--- src/rtl/mem_stage.sv ---
// Memory stage: Execute-Memory register plus req/ack data-memory access FSM feeding register_MW.
// Latency: non-memory op commits the cycle after capture; memory op takes ACCESS cycles (>=1) then one COMMIT cycle.
// Backpressure: StallM holds fetch/decode/execute while a request is outstanding; en=0 freezes everything.
//
// Ports:
//   clk, rst (async active-low), en (global enable)
//   *E inputs      : instruction fields from execute, captured when StallM=0
//   mem_req/mem_we/mem_addr/mem_wdata : data-memory request, held until mem_ack or timeout
//   mem_ack/mem_rdata                 : data-memory completion and load data
//   PCSrcM/RegWriteM/MemtoRegM        : controls to register_MW, only high on a commit cycle
//   ReadDataM/ALUOutM/WA3M            : data to register_MW
//   StallM : upstream hold; mem_err : sticky memory-timeout flag
module mem_stage #(
    parameter int N       = 24,
    parameter int TIMEOUT = 16,
    parameter int A       = 4
) (
    input  logic         clk,
    input  logic         rst,
    input  logic         en,
    input  logic         PCSrcE,
    input  logic         RegWriteE,
    input  logic         MemtoRegE,
    input  logic         MemWriteE,
    input  logic [N-1:0] ALUResultE,
    input  logic [N-1:0] WriteDataE,
    input  logic [A-1:0] WA3E,
    input  logic         mem_ack,
    input  logic [N-1:0] mem_rdata,
    output logic         mem_req,
    output logic         mem_we,
    output logic [N-1:0] mem_addr,
    output logic [N-1:0] mem_wdata,
    output logic         PCSrcM,
    output logic         RegWriteM,
    output logic         MemtoRegM,
    output logic [N-1:0] ReadDataM,
    output logic [N-1:0] ALUOutM,
    output logic [A-1:0] WA3M,
    output logic         StallM,
    output logic         mem_err
);

    localparam int CW = $clog2(TIMEOUT);

    localparam logic [1:0] S_IDLE   = 2'd0;
    localparam logic [1:0] S_ACCESS = 2'd1;
    localparam logic [1:0] S_COMMIT = 2'd2;

    // Execute-Memory register
    logic         em_valid;
    logic         em_pcsrc;
    logic         em_regwrite;
    logic         em_memtoreg;
    logic         em_memwrite;
    logic [N-1:0] em_alu;
    logic [N-1:0] em_wdata;
    logic [A-1:0] em_wa3;

    logic [1:0]    state;
    logic [CW-1:0] cnt;
    logic [N-1:0]  rdata_q;
    logic          err_q;

    logic memop;
    logic commit;
    logic in_access;

    assign memop     = em_valid & (em_memtoreg | em_memwrite);
    assign in_access = (state == S_ACCESS);

    // A memory op only commits from COMMIT; a non-memory op commits straight out of IDLE.
    assign commit = ((state == S_IDLE) & em_valid & ~memop) | (state == S_COMMIT);

    always_ff @(posedge clk or negedge rst) begin
        if (!rst) begin
            em_valid    <= 1'b0;
            em_pcsrc    <= 1'b0;
            em_regwrite <= 1'b0;
            em_memtoreg <= 1'b0;
            em_memwrite <= 1'b0;
            em_alu      <= '0;
            em_wdata    <= '0;
            em_wa3      <= '0;
            state       <= S_IDLE;
            cnt         <= '0;
            rdata_q     <= '0;
            err_q       <= 1'b0;
        end else if (en) begin
            case (state)
                S_ACCESS: begin
                    // EM register holds while the request is outstanding
                    if (mem_ack) begin
                        state <= S_COMMIT;
                        if (em_memtoreg) begin
                            rdata_q <= mem_rdata;
                        end
                    end else if (cnt == CW'(TIMEOUT - 1)) begin
                        // Forced completion: the pipeline moves on with zero load data
                        state   <= S_COMMIT;
                        rdata_q <= '0;
                        err_q   <= 1'b1;
                    end else begin
                        cnt <= cnt + 1'b1;
                    end
                end
                default: begin
                    // IDLE or COMMIT: StallM is low, so the next instruction is captured
                    // on this same edge, giving back-to-back memops without a gap.
                    em_valid    <= 1'b1;
                    em_pcsrc    <= PCSrcE;
                    em_regwrite <= RegWriteE;
                    em_memtoreg <= MemtoRegE;
                    em_memwrite <= MemWriteE;
                    em_alu      <= ALUResultE;
                    em_wdata    <= WriteDataE;
                    em_wa3      <= WA3E;
                    if (MemtoRegE | MemWriteE) begin
                        state <= S_ACCESS;
                        cnt   <= '0;
                    end else begin
                        state <= S_IDLE;
                    end
                end
            endcase
        end
    end

    assign mem_req   = in_access;
    assign mem_we    = in_access & em_memwrite;
    assign mem_addr  = in_access ? em_alu   : '0;
    assign mem_wdata = in_access ? em_wdata : '0;
    assign StallM    = in_access;

    assign PCSrcM    = em_pcsrc    & commit;
    assign RegWriteM = em_regwrite & commit;
    assign MemtoRegM = em_memtoreg & commit;
    assign ReadDataM = rdata_q;
    assign ALUOutM   = em_alu;
    assign WA3M      = em_wa3;
    assign mem_err   = err_q;

endmodule

--- config.mk ---
export PLATFORM = sky130hd
export DESIGN_NAME = mem_stage
export DESIGN_NICKNAME = d
export VERILOG_FILES = /design/src/rtl/mem_stage.sv
export SDC_FILE = /design/constraint.sdc
export NUM_CORES = 1
export LEC_CHECK = 0
export CAP_MARGIN = 20
export CORE_MARGIN = 1
export CORE_UTILIZATION = 43
export CTS_BUF_LIST = sky130_fd_sc_hd__clkbuf_8
export CTS_CLUSTER_DIAMETER = 100
export DETAILED_ROUTE_END_ITERATION = 6
export GPL_ROUTABILITY_DRIVEN = 0
export GPL_TIMING_DRIVEN = 1
export PLACE_DENSITY = 0.83
export SETUP_SLACK_MARGIN = 0.4
export SKIP_LAST_GASP = 1
export SLEW_MARGIN = 15
export SYNTH_ARGS = -nofsm -noshare
export SYNTH_HDL_FRONTEND = slang
export SYNTH_SLANG_ARGS = --single-unit
--- constraint.sdc ---
create_clock -name clk -period 2 [get_ports clk]
set_clock_uncertainty 0.1 [all_clocks]
set_input_delay 0.5 -clock clk [delete_from_list [all_inputs] [get_ports clk]]
set_output_delay 0.5 -clock clk [all_outputs]
set_load 0.02 [all_outputs]
Word-level counts from Yosys, hierarchy flattened
Index checks and enable logic that the tools add are counted.
{"block": "word_totals", "output_inout_bits": 107, "ramBits": 0, "word_cells": 54, "rom_bits": 0, "reg_bits": 88, "n_memories": 0, "latchBits": 0}
{"block": "classes", "mul": 0, "div": 0, "n_eq_ne": 7, "shifts": 0, "bitwise": 13, "n_reduce_logical": 8, "muxes": 13, "add_sub_neg": 1, "magnitude_cmp": 0}
{"operator": "two-way mux 24 bit", "n": 5}
{"operator": "two-way mux 4 bit", "n": 4}
{"operator": "AND reduction 4 bit", "n": 3}
{"operator": "bitwise AND 1 bit", "n": 7}
{"operator": "two-way mux 2 bit", "n": 3}
{"operator": "adder 4 x 1 -> 4 bit, second input constant", "n": 1}
{"operator": "== test 4 bit, second input constant", "n": 1}
{"operator": "inequality test 2 bit, second input constant", "n": 2}
{"operator": "AND reduction 2 bit", "n": 2}
{"operator": "nonzero test 2 bit", "n": 2}
{"operator": "inequality test 3 x 2 -> 1 bit, second input constant", "n": 1}
{"operator": "NOT 1 bit", "n": 3}
{"operator": "OR 1 bit", "n": 3}
{"operator": "== test 2 x 1 -> 1 bit, second input constant", "n": 1}
{"operator": "== test 2 bit, second input constant", "n": 1}
{"operator": "zero test 2 bit", "n": 1}
{"operator": "inequality test 2 x 1 -> 1 bit, second input constant", "n": 1}
{"operator": "two-way mux 1 bit", "n": 1}

Depth between registers and ports, before layout
{"block": "logic_depth", "word_depth": 6, "depth_mapped": 5, "mapped_depth_nobuf": 4}

Worst setup path before layout
Ideal clock, no wire load.
{"block": "synth_timing", "path_type": "register to output", "start": "register state[1]", "end": "output port mem_wdata[14]", "stages_incl_launch_ff": 5, "path_buffers": 1, "setup_slack_ps": 81, "t_required_ps": 1400, "arrival_time_ps": 1319, "path_cell_list": "dfrtp_1 -> nand2b_4 -> clkinv_2 -> clkbuf_1 -> and2_1"}
{"block": "synth_via", "elab_chain_cells": 2}
{"element": "start, declared", "line_no": "60", "source": "logic [1:0] state;"}
{"element": "start signal, assigned", "line_no": "85", "source": "state <= S_IDLE;"}
{"element": "start signal, assigned", "line_no": "94", "source": "state <= S_COMMIT;"}
{"element": "start signal, assigned", "line_no": "100", "source": "state <= S_COMMIT;"}
{"element": "== test 2 x 1 -> 1 bit", "line_no": "70", "source": "assign in_access = (state == S_ACCESS);"}
{"element": "named net StallM", "line_no": "40", "source": "output logic StallM,"}
{"element": "two-way mux 24 bit", "line_no": "132", "source": "assign mem_wdata = in_access ? em_wdata : '0;"}
{"element": "end, declared", "line_no": "33", "source": "output logic [N-1:0] mem_wdata,"}
The timed path passes the listed nets, and every way through them passes these cells.

Worst setup path after layout
{"block": "layout_timing", "start": "register em_memwrite", "end": "output port PCSrcM"}
{"block": "layout_via", "elab_chain_cells": 6}
{"element": "start, declared", "line_no": "55", "source": "logic em_memwrite;"}
{"element": "start signal, assigned", "line_no": "114", "source": "em_memwrite <= MemWriteE;"}
{"element": "OR 1 bit", "line_no": "69", "source": "assign memop = em_valid & (em_memtoreg | em_memwrite);"}
{"element": "bitwise AND 1 bit", "line_no": "69"}
{"element": "NOT 1 bit", "line_no": "73", "source": "assign commit = ((state == S_IDLE) & em_valid & ~memop) | (state == S_COMMIT);"}
{"element": "bitwise AND 1 bit", "line_no": "73"}
{"element": "OR 1 bit", "line_no": "73"}
{"element": "bitwise AND 1 bit", "line_no": "135", "source": "assign PCSrcM = em_pcsrc & commit;"}
{"element": "end, declared", "line_no": "34", "source": "output logic PCSrcM,"}
Every way passes these cells.

==> impl_metrics.tcl <==
set metrics [dict create \
    status "finished with violations" \
    violations "setup timing" \
    start_kind "flip-flop" \
    grt_usage 0.235 \
    final.setup.tns_ps -3060 \
    cts_buffers 9 \
    p_per_area_nw_per_um2 1370 \
    post-place-ws_ps -267 \
    post_synth_num_cell_types 34 \
    dp_cells 624 \
    antenna_cells 0 \
    yosys_register_bits 88 \
    critPathArrivalTime_ps 1560 \
    yosysSeqAreaShare 0.543 \
    syn-instance-count 322 \
    grt_overflow 0 \
    rsz0062_at_grt "true" \
    register_area_um2 2200 \
    syn_to_final_growth_pct 69.6 \
    setup_ws_ps -157 \
    grt_pass1_wl_um 17900 \
    hpwl_um 7070 \
    endpoint_kind "output port" \
    power.total_mw 9.41 \
    root_buffer "clkbuf_8" \
    drt_wl_total_um 11900 \
    fin_cells 668 \
    fp.dieW_um 99.2 \
    place_area_um2 6350 \
    ios 191 \
    grt_antenna_before_repair 0 \
    clock.fmax_ghz 0.464 \
    postSynthAreaPerCell_um2 12.6 \
    via_per_inst 5.02 \
    worstPathMaxFanout 2 \
    clk_pin_slew_ps 80 \
    fp.coreArea_um2 9200 \
    drc_errors 0 \
    fin_nets 641 \
    wl_per_cell_um 17.9 \
    dr.pass1.iters 4 \
    setup_viol 50 \
    num_rows 35 \
    timing.final.hold_violations 0 \
    finish.utilization 0.749 \
    vias 3351 \
    multiInputGateArea_um2 1950 \
    die_height_um 99.2 \
    port_buffers 190 \
    final.min_clock_period_ps 2160 \
    min-delay-path-class "input pin to async pin" \
    drv_slew 0 \
    drive_above_1_share 0.528 \
    holdBufCountCts 0 \
    cellLeakagePower_nw 3.58 \
    ys_warn_count 0 \
    required_ps 1400 \
    syn-cell-area_um2 4060 \
    drt_iter0_markers 99 \
    clock-sinks 88 \
    htree_num_levels 3 \
    clock_latency_ps 340 \
    initial_core_util 0.441 \
    final_area_um2 6890 \
    tightest_slew_ps 469 \
    relSlewSlack 0.688 \
    peakVddDrop_mv 0.686 \
    postRouteAntennaNets 0 \
    cts_tree "done" \
    timing.hold.ws_ps 85.8 \
    dieArea_um2 9830 \
    cap_violations 0 \
    first_global_vias 3485 \
    critPathKind "flip-flop to output port" \
    grt_max_degree 89 \
    fillers 631 \
    synth_nets 407 \
    clockBufferDepth 2 \
    min_period_over_period 1.08 \
]
[power by group]
part / internal, mW / total, mW / switching [mW] / leakage [nW]
Sequential: 2.51 / 2.99 / 0.472 / 1.04
Combinational: 2.83 / 5.29 / 2.47 / 2.45
Clock: 0.545 / 1.13 / 0.582 / 0.0881
Total: 5.88 / 9.41 / 3.52 / 3.58
[Yosys cell counts]
library cell	instances	area, um^2
dfrtp_1	88	2200
and2_1	52	325
mux2_2	39	439
inv_1	27	101
o21ai_0	25	125
mux2i_1	24	240
mux2_4	18	270
clkbuf_1	9	33.8
buf_6	5	56.3
a21oi_1	4	20.0
buf_2	4	20.0
nand3_1	2	10.0
nand4bb_1	2	22.5
nor2_1	2	7.51
o21bai_1	2	15.0
a22o_1	1	8.76
a311oi_1	1	8.76
a31oi_1	1	6.26
a32oi_1	1	8.76
and4bb_2	1	12.5
buf_4	1	7.51
clkinv_2	1	5.00
ha_1	1	12.5
nand2_1	1	3.75
nand2_2	1	6.26
nand2b_1	1	6.26
nand2b_4	1	13.8
nand4_4	1	21.3
nor3b_1	1	7.51
o211a_1	1	10.0
o32ai_1	1	8.76
or2_2	1	6.26
or3b_2	1	8.76
or4_1	1	7.51
[timing repair]
item | CTS | global route
buffers inserted | 11 | 7
cloned | 11 | 3
gates resized for setup | 440 | 103
endpoints found under the setup margin | 163 | 154
pin swaps | 6 | 6
[metal layers]
metal / up-vias / wire, um / global-route usage
met5: - / 0 / 0
met4: 0 / 143 / 0.0713
met3: 14 / 593 / 0.0457
met2: 128 / 6190 / 0.425
met1: 1664 / 5010 / 0.284
li1: 1545 / - / -
[flip-flops by register name (all words and copies together), names as in the netlist, 2 cells and up]
register and count:
em_wdata 24, ALUOutM 24, state 2, WA3M 4, cnt 4, ReadDataM 24
[worst max-delay path, stage by stage (launching register included)]
cell	delay, ps
dfrtp_1	390
or3b_4	410
a21oi_2	160
and2_4	160
buf_6	110
[logic make-up (layout without fill, tap and decap cells)]
kind of cell / Yosys count / in the layout / synth area share
flops: 88 / 88 / 0.543
mux: 81 / 81 / 0.234
simple gates: 68 / 68 / 0.113
buf+inv: 47 / 282 / 0.0552
compound gates: 37 / 37 / 0.0521
fa+ha+maj: 1 / 1 / 0.00308
[placed cells by master (no fill, tap or decap), types with 2 or more instances in the layout]
cell type,count
clkdlybuf4s50_1,80
buf_2,83
mux2_2,4
buf_6,24
dlygate4sd2_1,2
inv_1,28
buf_16,10
nand3_1,2
o21ai_0,23
buf_4,26
o21bai_1,2
buf_12,9
clkbuf_16,4
buf_8,3
a21oi_1,3
mux2i_1,22
and2_4,51
mux2i_2,2
clkbuf_8,9
dfrtp_1,87
o21ai_1,2
mux2_4,53
[final cells by class]
cell class	count	area share
inverter	28	0.0171
clock buffer	9	0.0180
tap	111	0.0202
sequential	88	0.320
multi-input combinational	187	0.283
timing repair buffer	242	0.336
clock inverter	3	0.00563
[final timing paths]
check / startpoint / to / slack, ps / cells after the start
max: em_memwrite$_DFFE_PN0P_ / PCSrcM / -160 / 4
min: rst / ALUOutM[11]$_DFFE_PN0P_ / 90 / 2
max reg2reg: state[1]$_DFFE_PN0P_ / ALUOutM[22]$_DFFE_PN0P_ / 270 / 7
min reg2reg: em_valid$_DFFE_PN0P_ / em_valid$_DFFE_PN0P_ / 370 / 1
max in group asynchronous: rst / state[0]$_DFFE_PN0P_ / 1340 / 2
min in group clk: em_valid$_DFFE_PN0P_ / em_valid$_DFFE_PN0P_ / 370 / 1
Power figures use the tool's default switching activity.
